`config.mk`:
```
export PLATFORM = sky130hd
export DESIGN_NAME = trigger_pulse_sequencer
export DESIGN_NICKNAME = d
export VERILOG_FILES = /design/src/rtl/trigger_pulse_sequencer.sv
export SDC_FILE = /design/constraint.sdc
export NUM_CORES = 1
export LEC_CHECK = 0
export BUFFER_PORTS_ARGS = -buffer_cell sky130_fd_sc_hd__buf_2
export CAP_MARGIN = 15
export CORE_MARGIN = 3
export CORE_UTILIZATION = 35
export DETAILED_ROUTE_END_ITERATION = 16
export GPL_ROUTABILITY_DRIVEN = 0
export GPL_TIMING_DRIVEN = 0
export MAX_ROUTING_LAYER = met4
export PLACE_DENSITY = 0.65
export SETUP_SLACK_MARGIN = 0.1
export SYNTH_ARGS = -nofsm -noshare
export SYNTH_HDL_FRONTEND = slang
export SYNTH_SLANG_ARGS = --single-unit
```
`constraint.sdc`:
```
create_clock -name clk -period 4.1 [get_ports clk]
set_input_delay 0.82 -clock clk [delete_from_list [all_inputs] [get_ports clk]]
set_output_delay 0.82 -clock clk [all_outputs]
set_load 0.03 [all_outputs]
```
`src/rtl/trigger_pulse_sequencer.sv`:
```
// rtl/trigger_pulse_sequencer.sv - arms on command, skips N triggers, launches the delay unit, emits a pulse train
module trigger_pulse_sequencer #(
  parameter int DELAY_BITS = 32,
  parameter int SKIP_BITS  = 16,
  parameter int PULSE_BITS = 16,
  parameter int COUNT_BITS = 8
) (
  input  logic                  clk,
  input  logic                  rst,
  input  logic                  arm,
  input  logic                  abort,
  input  logic [DELAY_BITS-1:0] cfg_delay,
  input  logic [SKIP_BITS-1:0]  cfg_skip,
  input  logic [COUNT_BITS-1:0] cfg_pulse_count,
  input  logic [PULSE_BITS-1:0] cfg_pulse_width,
  input  logic [PULSE_BITS-1:0] cfg_pulse_gap,
  input  logic                  cfg_rearm,
  input  logic                  trig_pulse,
  output logic [DELAY_BITS-1:0] dly_cycles,
  output logic                  dly_update,
  output logic                  dly_trigger,
  input  logic                  dly_done,
  output logic                  pulse_out,
  output logic                  armed,
  output logic                  busy,
  output logic                  done,
  output logic                  overrun,
  output logic [SKIP_BITS-1:0]  trig_count
);

  typedef enum logic [2:0] {
    S_IDLE, S_LOAD, S_ARMED, S_WAIT_DLY, S_PULSE_HI, S_PULSE_LO, S_DONE
  } state_e;

  state_e                state_q, state_d;
  logic [SKIP_BITS-1:0]  skip_q, skip_cnt_q, skip_cnt_d;
  logic [COUNT_BITS-1:0] count_q, pulse_cnt_q, pulse_cnt_d;
  logic [PULSE_BITS-1:0] width_q, gap_q, phase_cnt_q, phase_cnt_d;
  logic                  rearm_q;
  logic [SKIP_BITS-1:0]  trig_count_q, trig_count_d;
  logic                  overrun_q, overrun_d;
  logic                  latch_cfg;
  logic [DELAY_BITS-1:0] dly_cycles_q, dly_cycles_d;
  logic                  dly_update_q, dly_update_d;
  logic                  dly_trigger_q, dly_trigger_d;
  logic                  pulse_out_q, pulse_out_d;
  logic                  armed_q, armed_d;
  logic                  busy_q, busy_d;
  logic                  done_q, done_d;

  always_ff @(posedge clk) begin
    if (!rst) begin
      state_q       <= S_IDLE;
      skip_q        <= '0;
      count_q       <= '0;
      width_q       <= '0;
      gap_q         <= '0;
      rearm_q       <= 1'b0;
      skip_cnt_q    <= '0;
      pulse_cnt_q   <= '0;
      phase_cnt_q   <= '0;
      trig_count_q  <= '0;
      overrun_q     <= 1'b0;
      dly_cycles_q  <= '0;
      dly_update_q  <= 1'b0;
      dly_trigger_q <= 1'b0;
      pulse_out_q   <= 1'b0;
      armed_q       <= 1'b0;
      busy_q        <= 1'b0;
      done_q        <= 1'b0;
    end else begin
      state_q       <= state_d;
      skip_cnt_q    <= skip_cnt_d;
      pulse_cnt_q   <= pulse_cnt_d;
      phase_cnt_q   <= phase_cnt_d;
      trig_count_q  <= trig_count_d;
      overrun_q     <= overrun_d;
      dly_cycles_q  <= dly_cycles_d;
      dly_update_q  <= dly_update_d;
      dly_trigger_q <= dly_trigger_d;
      pulse_out_q   <= pulse_out_d;
      armed_q       <= armed_d;
      busy_q        <= busy_d;
      done_q        <= done_d;
      // Zero-valued count/width/gap are clamped once here so the counters never see 0.
      if (latch_cfg) begin
        skip_q  <= cfg_skip;
        count_q <= (cfg_pulse_count == '0) ? COUNT_BITS'(1) : cfg_pulse_count;
        width_q <= (cfg_pulse_width == '0) ? PULSE_BITS'(1) : cfg_pulse_width;
        gap_q   <= (cfg_pulse_gap == '0) ? PULSE_BITS'(1) : cfg_pulse_gap;
        rearm_q <= cfg_rearm;
      end
    end
  end

  always_comb begin
    state_d      = state_q;
    skip_cnt_d   = skip_cnt_q;
    pulse_cnt_d  = pulse_cnt_q;
    phase_cnt_d  = phase_cnt_q;
    trig_count_d = trig_count_q;
    overrun_d    = overrun_q;
    latch_cfg    = 1'b0;
    if (abort) begin
      state_d = S_IDLE;
    end else begin
      case (state_q)
        S_IDLE: if (arm) begin
          state_d      = S_LOAD;
          latch_cfg    = 1'b1;
          overrun_d    = 1'b0;
          trig_count_d = '0;
          skip_cnt_d   = '0;
        end
        S_LOAD: state_d = S_ARMED;
        S_ARMED: if (trig_pulse) begin
          if (trig_count_q != '1) trig_count_d = trig_count_q + 1'b1;
          if (skip_cnt_q < skip_q) skip_cnt_d = skip_cnt_q + 1'b1;
          else state_d = S_WAIT_DLY;
        end
        S_WAIT_DLY: begin
          if (trig_pulse) overrun_d = 1'b1;
          if (dly_done) begin
            state_d     = S_PULSE_HI;
            phase_cnt_d = width_q - 1'b1;
            pulse_cnt_d = count_q;
          end
        end
        S_PULSE_HI: begin
          if (trig_pulse) overrun_d = 1'b1;
          if (phase_cnt_q == '0) begin
            pulse_cnt_d = pulse_cnt_q - 1'b1;
            if (pulse_cnt_q == COUNT_BITS'(1)) begin
              state_d = S_DONE;
            end else begin
              state_d     = S_PULSE_LO;
              phase_cnt_d = gap_q - 1'b1;
            end
          end else begin
            phase_cnt_d = phase_cnt_q - 1'b1;
          end
        end
        S_PULSE_LO: begin
          if (trig_pulse) overrun_d = 1'b1;
          if (phase_cnt_q == '0) begin
            state_d     = S_PULSE_HI;
            phase_cnt_d = width_q - 1'b1;
          end else begin
            phase_cnt_d = phase_cnt_q - 1'b1;
          end
        end
        S_DONE: begin
          if (rearm_q) begin
            state_d    = S_ARMED;
            skip_cnt_d = '0;
          end else begin
            state_d = S_IDLE;
          end
        end
        default: state_d = S_IDLE;
      endcase
    end
  end

  // Outputs are decoded from the next state so they appear in the cycle the state is entered.
  always_comb begin
    pulse_out_d   = (state_d == S_PULSE_HI);
    armed_d       = (state_d == S_ARMED);
    busy_d        = (state_d != S_IDLE);
    done_d        = (state_d == S_DONE);
    dly_update_d  = (state_d == S_LOAD);
    dly_trigger_d = (state_q == S_ARMED) && (state_d == S_WAIT_DLY);
    dly_cycles_d  = latch_cfg ? cfg_delay : dly_cycles_q;
  end

  assign dly_cycles  = dly_cycles_q;
  assign dly_update  = dly_update_q;
  assign dly_trigger = dly_trigger_q;
  assign pulse_out   = pulse_out_q;
  assign armed       = armed_q;
  assign busy        = busy_q;
  assign done        = done_q;
  assign overrun     = overrun_q;
  assign trig_count  = trig_count_q;

endmodule

```
* After elaboration in Yosys (flattened, before gate mapping) *
Index checks and enable logic that the tools add are counted.

word-level totals
  flip-flop bits (word level) = 155
  bits of input ports = 95
  output and inout bits = 55
  logic and storage cells = 101

operators by class
  add/sub/neg operators = 6
  $lt $le $gt $ge = 1
  equality and inequality tests = 22
  mux-type cells = 35
  bitwise logic cells = 1
  reductions and logical operators = 18

operator list
  kind                                                                    count
  16-bit 2-to-1 mux                                                       12
  16-bit case mux with 3 select lines                                     2
  16-bit zero test                                                        3
  16-bit by 1-bit subtractor with 16-bit output (second input constant)   3
  16-bit by 1-bit adder with 16-bit output (second input constant)        2
  16-bit case mux with 2 select lines                                     1
  8-bit 2-to-1 mux                                                        3
  3-bit 2-to-1 mux                                                        7
  3-bit case mux with 7 select lines                                      1
  16-bit less-than comparator                                             1
  16-bit inequality test (second input constant)                          1
  8-bit case mux with 2 select lines                                      1
  3-bit equality test (second input constant)                             5
  2-bit inequality test (second input constant)                           7
  3-bit by 2-bit equality test with 1-bit output (second input constant)  4
  4-bit AND reduction                                                     3
  3-bit nonzero test                                                      3
  8-bit by 1-bit equality test with 1-bit output (second input constant)  1
  8-bit zero test                                                         1
  8-bit by 1-bit subtractor with 8-bit output (second input constant)     1
  3-bit by 1-bit equality test with 1-bit output (second input constant)  2
  6-bit AND reduction                                                     1
  2-bit nonzero test                                                      3
  1-bit 2-to-1 mux                                                        5
  other kinds (9)                                                         10

* Logic depth before layout (Yosys ltp) *
Gate-level depths: netlist of the first run.

  depth in word-level cells = 7
  depth in mapped cells = 10

* Worst setup path before layout of the first run *
OpenSTA, ideal clock, no wires.

  kind = input port to flip-flop
  start point = in abort
  end point = reg skip_cnt_q[13]
  arrival time = 2.419 ns
  data required time = 4.030 ns
  path slack = 1.610 ns
  stages on the path = 7
  path buffers = 2
  cell sequence = clkbuf_1 > or2_2 > nor2_1 > nand4_1 > clkbuf_1 > or4_1 > a21oi_1

on the way
  word-level cells in the longest chain between the ends = 2

ends and longest elaborated chain
  what                                  RTL line  source
  start, declared                       11        input logic abort,
  1-bit inverter (no source line)       -
  6-bit AND reduction (no source line)  -
  end signal, assigned                  73        skip_cnt_q <= skip_cnt_d;
  end, declared                         36        logic [SKIP_BITS-1:0] skip_q, skip_cnt_q, skip_cnt_d;

Every way passes these cells.
A chain may end at the register's enable or synchronous reset.

* Worst setup path after layout of the first run *
  start point = reg skip_q[15]
  end point = reg skip_cnt_q[2]

on the way
  word-level cells in the longest chain between the ends = 3

ends and longest elaborated chain
  what                                    RTL line  source
  start, declared                         36
  start signal, assigned                  87        skip_q <= cfg_skip;
  16-bit less-than comparator             118       if (skip_cnt_q < skip_q) skip_cnt_d = skip_cnt_q + 1'b1;
  2-bit inequality test (no source line)  -
  6-bit AND reduction (no source line)    -

Every way passes these cells.

==> results.json, run 1 <==
{
  "crit_path_start": "skip_q[15]",
  "synth_edf_count": 0,
  "ir_drop_mv": 0.271,
  "core_area_mm2": 0.0213,
  "routedWlPerCell_um": 15.6,
  "final_area_mm2": 0.00935,
  "seqPwrFrac": 0.439,
  "synthFlopType": "dfxtp_1",
  "final-hold-violation-count": 0,
  "p_switching_w": 0.00103,
  "ys_warn_count": 0,
  "grt_max_degree": 17,
  "period_needed_ns": 2.94,
  "root_buffer": "clkbuf_16",
  "hpwlAfterDp_um": 17300,
  "timing.fmax_mhz": 340,
  "clockBufferDepth": 2,
  "hold_start": "dly_cycles[25]",
  "ant_nets": 0,
  "synth-seq-cells": 155,
  "die_area_mm2": 0.0238,
  "slew_violations": 0,
  "timing.rr.start": "skip_q[15]",
  "tightestPinTransition_ns": 0.990,
  "fin_setup_tns_ns": 0,
  "grt_setup_unrepaired": "false",
  "drtIter0Drc": 655,
  "pwr-share-comb": 0.124,
  "synth.cell_area_mm2": 0.00769,
  "clock_latency_ns": 0.44,
  "netlist_instances": 1012,
  "fin_ws_ns": 1.16,
  "cts_made_buffers": 17,
  "chipWidth_um": 154,
  "placed_area_mm2": 0.00877,
  "min_path_type": "flip-flop to flip-flop",
  "drtPass1Iterations": 5,
  "drive_gt1_frac": 0.165,
  "cts_resized": 0,
  "overflow": 0,
  "area_growth_pct": 21.6,
  "ys_seq_area_frac": 0.404,
  "via_per_inst": 5.32,
  "end_kind": "flip-flop",
  "p_per_area_mw_per_mm2": 386,
  "synth_nets": 1130,
  "htreeDepth": 4,
  "dp_slack_ns": 1.18,
  "rows": 53,
  "slew_headroom": 0.335,
  "yosysMostFrequentCell": "nand2_1",
  "clk_pin_slew_ns": 0.07,
  "stdcell_count": 1466,
  "synth_cell_types": 63,
  "fin_skew_ns": 0.00977,
  "post_cts.repair.setup_buffers": 0,
  "max_cap_viol_count": 0,
  "route.detailed.drc": 0,
  "cp.required_ns": 4.46,
  "status": "finished clean",
  "avgSynthCellArea_um2": 7.60,
  "crit_type": "flip-flop to flip-flop",
  "grt_first_pass_wirelength_um": 37200,
  "antenna_found_initial": 0,
  "grt_pass1_vias": 7331,
  "swShare": 0.286,
  "io_buffers": 147,
  "p_total_w": 0.00361,
  "track_usage": 0.197,
  "ios": 150,
  "intPower_w": 0.00258,
  "path_max_fanout": 10,
  "synthTopCellsByCount": "229 x nand2_1, 155 x dfxtp_1, 148 x a21oi_1",
  "setup_viol": 0,
  "yosys.area.top_type": "dfxtp_1",
  "leakage_nw": 3.77,
  "finalWirelength_um": 22900,
  "cts_hold_buf": 0,
  "vias": 7793,
  "synth.top_cell.area_share": 0.404,
  "synthArstFlopShare": 0,
  "cts_tree": "done",
  "worst_setup_path_start_kind": "flip-flop",
  "clkPwrFrac": 0.437,
  "initial_utilization": 0.361,
  "die_h_um": 154,
  "clkSinkCount": 155,
  "arrival_ns": 3.30,
  "finalNetCount": 1296,
  "placed_cells": 1434,
  "fin_crit_sh": 0.718,
  "synth_area_leaders": "dfxtp_1 40%, nand2_1 11%, a21oi_1 9.6%",
  "n_antenna_cell": 0
}
registers in the layout, summed over array words and instances, names as in the netlist:
register and flops:
dly_cycles 32, gap_q 16, phase_cnt_q 16, skip_cnt_q 16, skip_q 16, trig_count 16
width_q 16, count_q 8, pulse_cnt_q 8, state_q 3, armed 1, busy 1
dly_trigger 1, dly_update 1, done 1, overrun 1, pulse_out 1, rearm_q 1
layout make-up:
type | instances | area (µm²)
Multi-Input combinational cell | 772 | 4260
Fill cell | 2199 | 11900
Timing Repair Buffer | 147 | 736
Buffer | 57 | 226
Tap cell | 275 | 344
Clock buffer | 17 | 425
Clock inverter | 15 | 155
Inverter | 28 | 105
Sequential cell | 155 | 3100
final timing paths:
| path | end | slack (ns) | cells past startpoint |
|---|---|---|---|
| worst max-delay path | skip_cnt_q[2] | 1.16 | 10 |
| worst min register to register | dly_cycles[25] | 0.45 | 2 |
| worst max register to register | skip_cnt_q[2] | 1.16 | 10 |
| worst min-delay path | dly_cycles[25] | 0.45 | 2 |
critical path: stages, from the launching register on:
cell	delay, ns
dfxtp_1	0.37
inv_1	0.09
ha_1	0.32
nand4_1	0.16
nor4_1	0.33
a32oi_1	0.22
a31oi_1	0.26
clkbuf_1	0.37
clkbuf_1	0.41
o21ai_0	0.18
a21oi_1	0.15
logic make-up (layout without fill, tap and decap cells):
kind of cell / after synthesis / count (layout) / synth area share
xor gates and xnor gates: 43 / 43 / 0.0490
muxes: 4 / 4 / 0.00537
and+or+nand+nor: 446 / 446 / 0.270
AOI/OAI and AO/OA: 256 / 256 / 0.192
DFF: 155 / 155 / 0.404
adders and majority gates: 23 / 23 / 0.0374
buffers and inverters: 85 / 264 / 0.0431
per-layer routing:
layer	vias up	track usage	wire length, µm
li1	3887	-	-
met1	3599	0.275	10900
met2	270	0.285	10000
met3	37	0.0372	1530
met4	0	0.0706	494
met5	-	-	0
cells in the final DEF, fill, tap and decap left out, drive strengths merged, types with 17 or more instances in the layout:
master / instances
nor2: 59
nand3: 27
buf: 153
dfxtp: 155
xor2: 31
a21oi: 149
nand4: 17
nand2: 229
nor3: 23
nor4: 18
ha: 23
inv: 35
clkbuf: 68
o21ai: 41
power by group through the flow:
stage	combinational [W]	clock [W]	sequential (W)
2_1_floorplan	0.000261	0	0.00164
3_3_place_gp	0.000442	0	0.00162
3_5_place_dp	0.000446	0	0.00162
4_1_cts	0.000448	0.00161	0.00158
5_1_grt	0.000499	0.00168	0.00159
6_report	0.000447	0.00157	0.00158
metrics by stage:
stage               utilization  hold slack (ns)
CTS                       0.439            0.452
finish                    0.439            0.451
global placement          0.412            0.439
global route              0.439            0.475
detailed placement        0.412            0.443
floorplan                     -            0.431
No activity file was read; power rests on OpenSTA's default activity.
==> inputs of run 2 (changes only) <==
==> constraint.sdc (replaced) <==
create_clock -name clk -period 3.1 [get_ports clk]
set_input_delay 0.62 -clock clk [delete_from_list [all_inputs] [get_ports clk]]
set_output_delay 0.62 -clock clk [all_outputs]
set_load 0.03 [all_outputs]
==> run 2 against run 1 <==
  * Critical path depth is the same
  * Sequential cell count did not move
  * Hold slack worse by 0.036 ns
  * Clock skew up 0.00063 ns
  * Largest cell class unchanged
  * Die area stayed put
  * First-iteration DRC count down 0.92%
  * Final area about the same
==> results.json, run 2 (synthesis results as in run 1) <==
{
  "status": "finished clean",
  "rr_endpoint": "phase_cnt_q[9]",
  "p_total_w": 0.00477,
  "drtIter0Drc": 649,
  "overflow": 0,
  "final_common_cell": "nand2_1",
  "cp.required_ns": 3.39,
  "end_kind": "flip-flop",
  "dp_slack_ns": 0.213,
  "slew_violations": 0,
  "drtPass1Iterations": 5,
  "n_antenna_cell": 0,
  "root_buffer": "clkbuf_16",
  "seq_area_mm2": 0.00310,
  "largest_reg_flops": 32,
  "die_area_mm2": 0.0238,
  "ant_nets": 0,
  "worstHoldPathCells": 3,
  "grt_first_pass_wirelength_um": 37200,
  "multi_input_area_mm2": 0.00426,
  "crit_chain": "inv_1 -> ha_1 -> or3b_1 -> or3_1 -> buf_2 -> o21ai_0 -> buf_2 -> o22ai_1 -> a22oi_1 -> o32ai_1",
  "clk_pin_slew_ns": 0.07,
  "ir_drop_mv": 0.358,
  "grt_setup_unrepaired": "false",
  "clkSinkCount": 155,
  "fillers": 2198,
  "crit_type": "flip-flop to flip-flop",
  "grt_max_degree": 17,
  "critPathSlowestCell": "or3b_1",
  "finalNetCount": 1296,
  "stdcell_count": 1466,
  "chipWidth_um": 154,
  "vias": 7799,
  "hpwlAfterDp_um": 17300,
  "route.detailed.drc": 0,
  "setup_viol": 0,
  "fin_crit_sh": 0.877,
  "rows": 53,
  "hold_end": "dly_cycles[21]",
  "area_growth_pct": 21.6,
  "min_path_type": "input pin to flip-flop",
  "fin_setup_tns_ns": 0,
  "initial_utilization": 0.361,
  "timing.rr.start": "phase_cnt_q[0]",
  "fin_ws_ns": 0.381,
  "crit_buf_inv": 3,
  "cp_top_family": "compound AO/OA/AOI/OAI gates",
  "final_area_mm2": 0.00935,
  "core_area_mm2": 0.0213,
  "reg2reg_depth": 10,
  "final_cell_mix": "229 x nand2_1, 155 x dfxtp_1, 151 x buf_2, 148 x a21oi_1, 59 x nor2_1",
  "slew_headroom": 0.324,
  "max_cap_viol_count": 0,
  "htreeDepth": 4,
  "leakage_nw": 3.78,
  "cp.depth": 10,
  "hold_start": "cfg_delay[21]",
  "path_max_fanout": 10,
  "tightestPinTransition_ns": 1.01,
  "clockBufferDepth": 2,
  "io_buffers": 147,
  "track_usage": 0.197,
  "post_cts.repair.setup_buffers": 0,
  "final-hold-violation-count": 0,
  "period_needed_ns": 2.72,
  "clock_latency_ns": 0.43,
  "cts_tree": "done",
  "drive_gt1_frac": 0.166,
  "ios": 150,
  "r2r_slack_ns": 0.38,
  "cts_made_buffers": 17,
  "cpMostUsedCell": "buf_2",
  "via_per_inst": 5.32,
  "worst_setup_path_start_kind": "flip-flop",
  "antenna_found_initial": 0,
  "die_h_um": 154,
  "critPathMaxStageDelay_ns": 0.37,
  "timing.fmax_mhz": 368,
  "p_per_area_mw_per_mm2": 510,
  "routedWlPerCell_um": 15.7,
  "arrival_ns": 3.01,
  "finalWirelength_um": 22900,
  "placed_cells": 1434,
  "grt_pass1_vias": 7331,
  "fin_skew_ns": 0.0104,
  "placed_area_mm2": 0.00877
}
[run 2: what timing repair did]
item                                    CTS  global route
endpoints found under the setup margin    0            11
hold buffers                              0             0
gates resized for setup                   0             4
[run 2: how the worst max path moves through the flow]
stage                        start              end
finish              phase_cnt_q[0]   phase_cnt_q[9]
global route            state_q[1]       skip_q[12]
CTS                     skip_q[15]    skip_cnt_q[2]
detailed placement      skip_q[15]   skip_cnt_q[10]
global placement        skip_q[15]    skip_cnt_q[2]
floorplan           phase_cnt_q[0]  phase_cnt_q[11]
[run 2: worst min-delay path, cell delays in order]
cell,delay [ns]
buf_2,0.09
nand2_1,0.04
a21oi_1,0.05
[run 2: cell type report]
cell class	count	share of cell area
buffer	57	0.0245
clock inverter	15	0.0166
clock buffer	17	0.0455
multi-input combinational	772	0.455
timing repair buffer	147	0.0787
sequential	155	0.332
inverter	28	0.0112
tap	275	0.0368
[run 2: where the power goes]
| group | leakage, nW | internal (W) | total (W) | switching, W |
|---|---|---|---|---|
| logic | 2.24 | 0.000219 | 0.000592 | 0.000373 |
| clock network | 0.287 | 0.00114 | 0.00209 | 0.000949 |
| registers | 1.26 | 0.00205 | 0.00209 | 0.0000444 |
| total | 3.78 | 0.00341 | 0.00477 | 0.00137 |
[run 2: through the flow]
stage               hold WS [ns]   util
floorplan                  0.431      -
global placement           0.439  0.412
detailed placement         0.443  0.412
CTS                        0.402  0.439
global route               0.404  0.439
finish                     0.415  0.439
[run 2: routing by layer]
metal  GRT usage  up-vias  wire (µm)
li1            -     3887          -
met1       0.275     3625      11000
met2       0.285      250      10100
met3      0.0372       37       1400
met4      0.0706        0        494
met5           -        -          0
==> inputs of run 3 (changes only) <==
--- a/config.mk
+++ b/config.mk
@@ -14,6 +14,7 @@
 export GPL_TIMING_DRIVEN = 0
 export MAX_ROUTING_LAYER = met4
 export PLACE_DENSITY = 0.65
+export RECOVER_POWER = 25
 export SETUP_SLACK_MARGIN = 0.1
 export SYNTH_ARGS = -nofsm -noshare
 export SYNTH_HDL_FRONTEND = slang
==> run 3 against run 2 <==
  * Highest routed layer unchanged
  * First-iteration DRC count is 1.4% higher
  * Via count decreased by 0.18%
  * Largest power group unchanged
  * Global-route usage did not move
==> results.json, run 3 (synthesis results as in run 1) <==
{
  "vias": 7785,
  "ir_drop_mv": 0.355,
  "grt_first_pass_wirelength_um": 37200,
  "area_growth_pct": 20.8,
  "fin_ws_ns": 0.376,
  "grt_pass1_vias": 7331,
  "chipWidth_um": 154,
  "largest_reg_flops": 32,
  "crit_chain": "inv_1 -> ha_1 -> or3b_1 -> or3_1 -> buf_2 -> o21ai_0 -> buf_2 -> o22ai_1 -> a22oi_1 -> o32ai_1",
  "clkSinkCount": 155,
  "slew_headroom": 0.318,
  "n_antenna_cell": 0,
  "final_common_cell": "nand2_1",
  "end_kind": "flip-flop",
  "crit_buf_inv": 3,
  "ios": 150,
  "cts_tree": "done",
  "core_area_mm2": 0.0213,
  "fin_setup_tns_ns": 0,
  "final-hold-violation-count": 0,
  "drtPass1Iterations": 5,
  "worst_setup_path_start_kind": "flip-flop",
  "overflow": 0,
  "grt_setup_unrepaired": "false",
  "root_buffer": "clkbuf_16",
  "die_h_um": 154,
  "track_usage": 0.197,
  "via_per_inst": 5.31,
  "period_needed_ns": 2.72,
  "clock_latency_ns": 0.43,
  "routedWlPerCell_um": 15.6,
  "critPathSlowestCell": "or3b_1",
  "drtIter0Drc": 658,
  "clockBufferDepth": 2,
  "antenna_found_initial": 0,
  "clk_pin_slew_ns": 0.07,
  "max_cap_viol_count": 0,
  "grt_max_degree": 17,
  "ant_nets": 0,
  "rows": 53,
  "route.detailed.drc": 0,
  "htreeDepth": 4,
  "p_per_area_mw_per_mm2": 513,
  "tightestPinTransition_ns": 1.02,
  "cts_made_buffers": 17,
  "post_cts.repair.setup_buffers": 0,
  "finalNetCount": 1296,
  "initial_utilization": 0.361,
  "cp.required_ns": 3.39,
  "slew_violations": 0,
  "hpwlAfterDp_um": 17300,
  "min_path_type": "input pin to flip-flop",
  "path_max_fanout": 10,
  "drive_gt1_frac": 0.123,
  "crit_type": "flip-flop to flip-flop",
  "leakage_nw": 3.57,
  "fin_skew_ns": 0.0102,
  "fin_crit_sh": 0.879,
  "dp_slack_ns": 0.213,
  "final_cell_mix": "229 x nand2_1, 155 x dfxtp_1, 148 x a21oi_1, 100 x clkbuf_1, 100 x buf_2",
  "die_area_mm2": 0.0238,
  "cpMostUsedCell": "buf_2",
  "arrival_ns": 3.01,
  "setup_viol": 0,
  "timing.fmax_mhz": 367,
  "finalWirelength_um": 22900,
  "io_buffers": 147,
  "status": "finished clean",
  "cp_top_family": "compound AO/OA/AOI/OAI gates",
  "p_total_w": 0.00477,
  "critPathMaxStageDelay_ns": 0.37
}
## run 3: cell types whose count changed in the layout (fill, tap and decap cells not counted), sizes merged
cell	before	now
buf	153	102
clkbuf	68	119
## run 3: routing by layer
| layer | share of wire | track usage | vias up | routed length [µm] |
|---|---|---|---|---|
| met5 | 0 | - | - | 0 |
| met4 | 0.021 | 0.0706 | 0 | 474 |
| met3 | 0.063 | 0.0372 | 37 | 1440 |
| met2 | 0.44 | 0.285 | 249 | 10000 |
| met1 | 0.48 | 0.275 | 3615 | 11000 |
| li1 | - | - | 3884 | - |
## run 3: worst register-to-register path, stage by stage, from the launching register on
cell	delay, ns
dfxtp_1	0.36
inv_1	0.09
ha_1	0.19
or3b_1	0.37
or3_1	0.34
buf_2	0.17
o21ai_0	0.28
buf_2	0.28
o22ai_1	0.13
a22oi_1	0.25
o32ai_1	0.13
## run 3: worst paths after layout
check | endpoint | startpoint | depth (start not counted) | slack [ns]
max | phase_cnt_q[9] | phase_cnt_q[0] | 10 | 0.38
max reg2reg | phase_cnt_q[9] | phase_cnt_q[0] | 10 | 0.38
min | dly_cycles[21] | cfg_delay[21] | 3 | 0.42
min reg2reg | dly_cycles[25] | dly_cycles[25] | 2 | 0.45
## run 3: what timing repair did
action / in CTS / in global routing
hold buffers: 0 / 0
gates resized for setup: 0 / 4
endpoints found under the setup margin: 0 / 11
## run 3: power breakdown
part / internal [W] / switching [W] / total (W)
sequential: 0.00205 / 0.0000447 / 0.00210
combinational: 0.000213 / 0.000373 / 0.000586
clock: 0.00114 / 0.000948 / 0.00208
total: 0.00340 / 0.00137 / 0.00477
## run 3: final cells by class
type	count	area, µm²
fill	2206	12000
sequential	155	3100
timing repair buffer	147	672
buffer	57	229
clock buffer	17	425
clock inverter	15	155
multi-input combinational	772	4260
inverter	28	105
tap	275	344
## run 3: through the flow
| step | util | cell area [µm²] | cells | hold slack (ns) |
|---|---|---|---|---|
| 2_1_floorplan | - | 7690 | 1012 | 0.431 |
| 4_1_cts | 0.439 | 9350 | 1466 | 0.402 |
| 6_report | 0.436 | 9290 | 1466 | 0.416 |
| 5_1_grt | 0.436 | 9290 | 1466 | 0.404 |
| 3_5_place_dp | 0.412 | 8770 | 1434 | 0.443 |
| 3_3_place_gp | 0.412 | 8770 | 1434 | 0.439 |
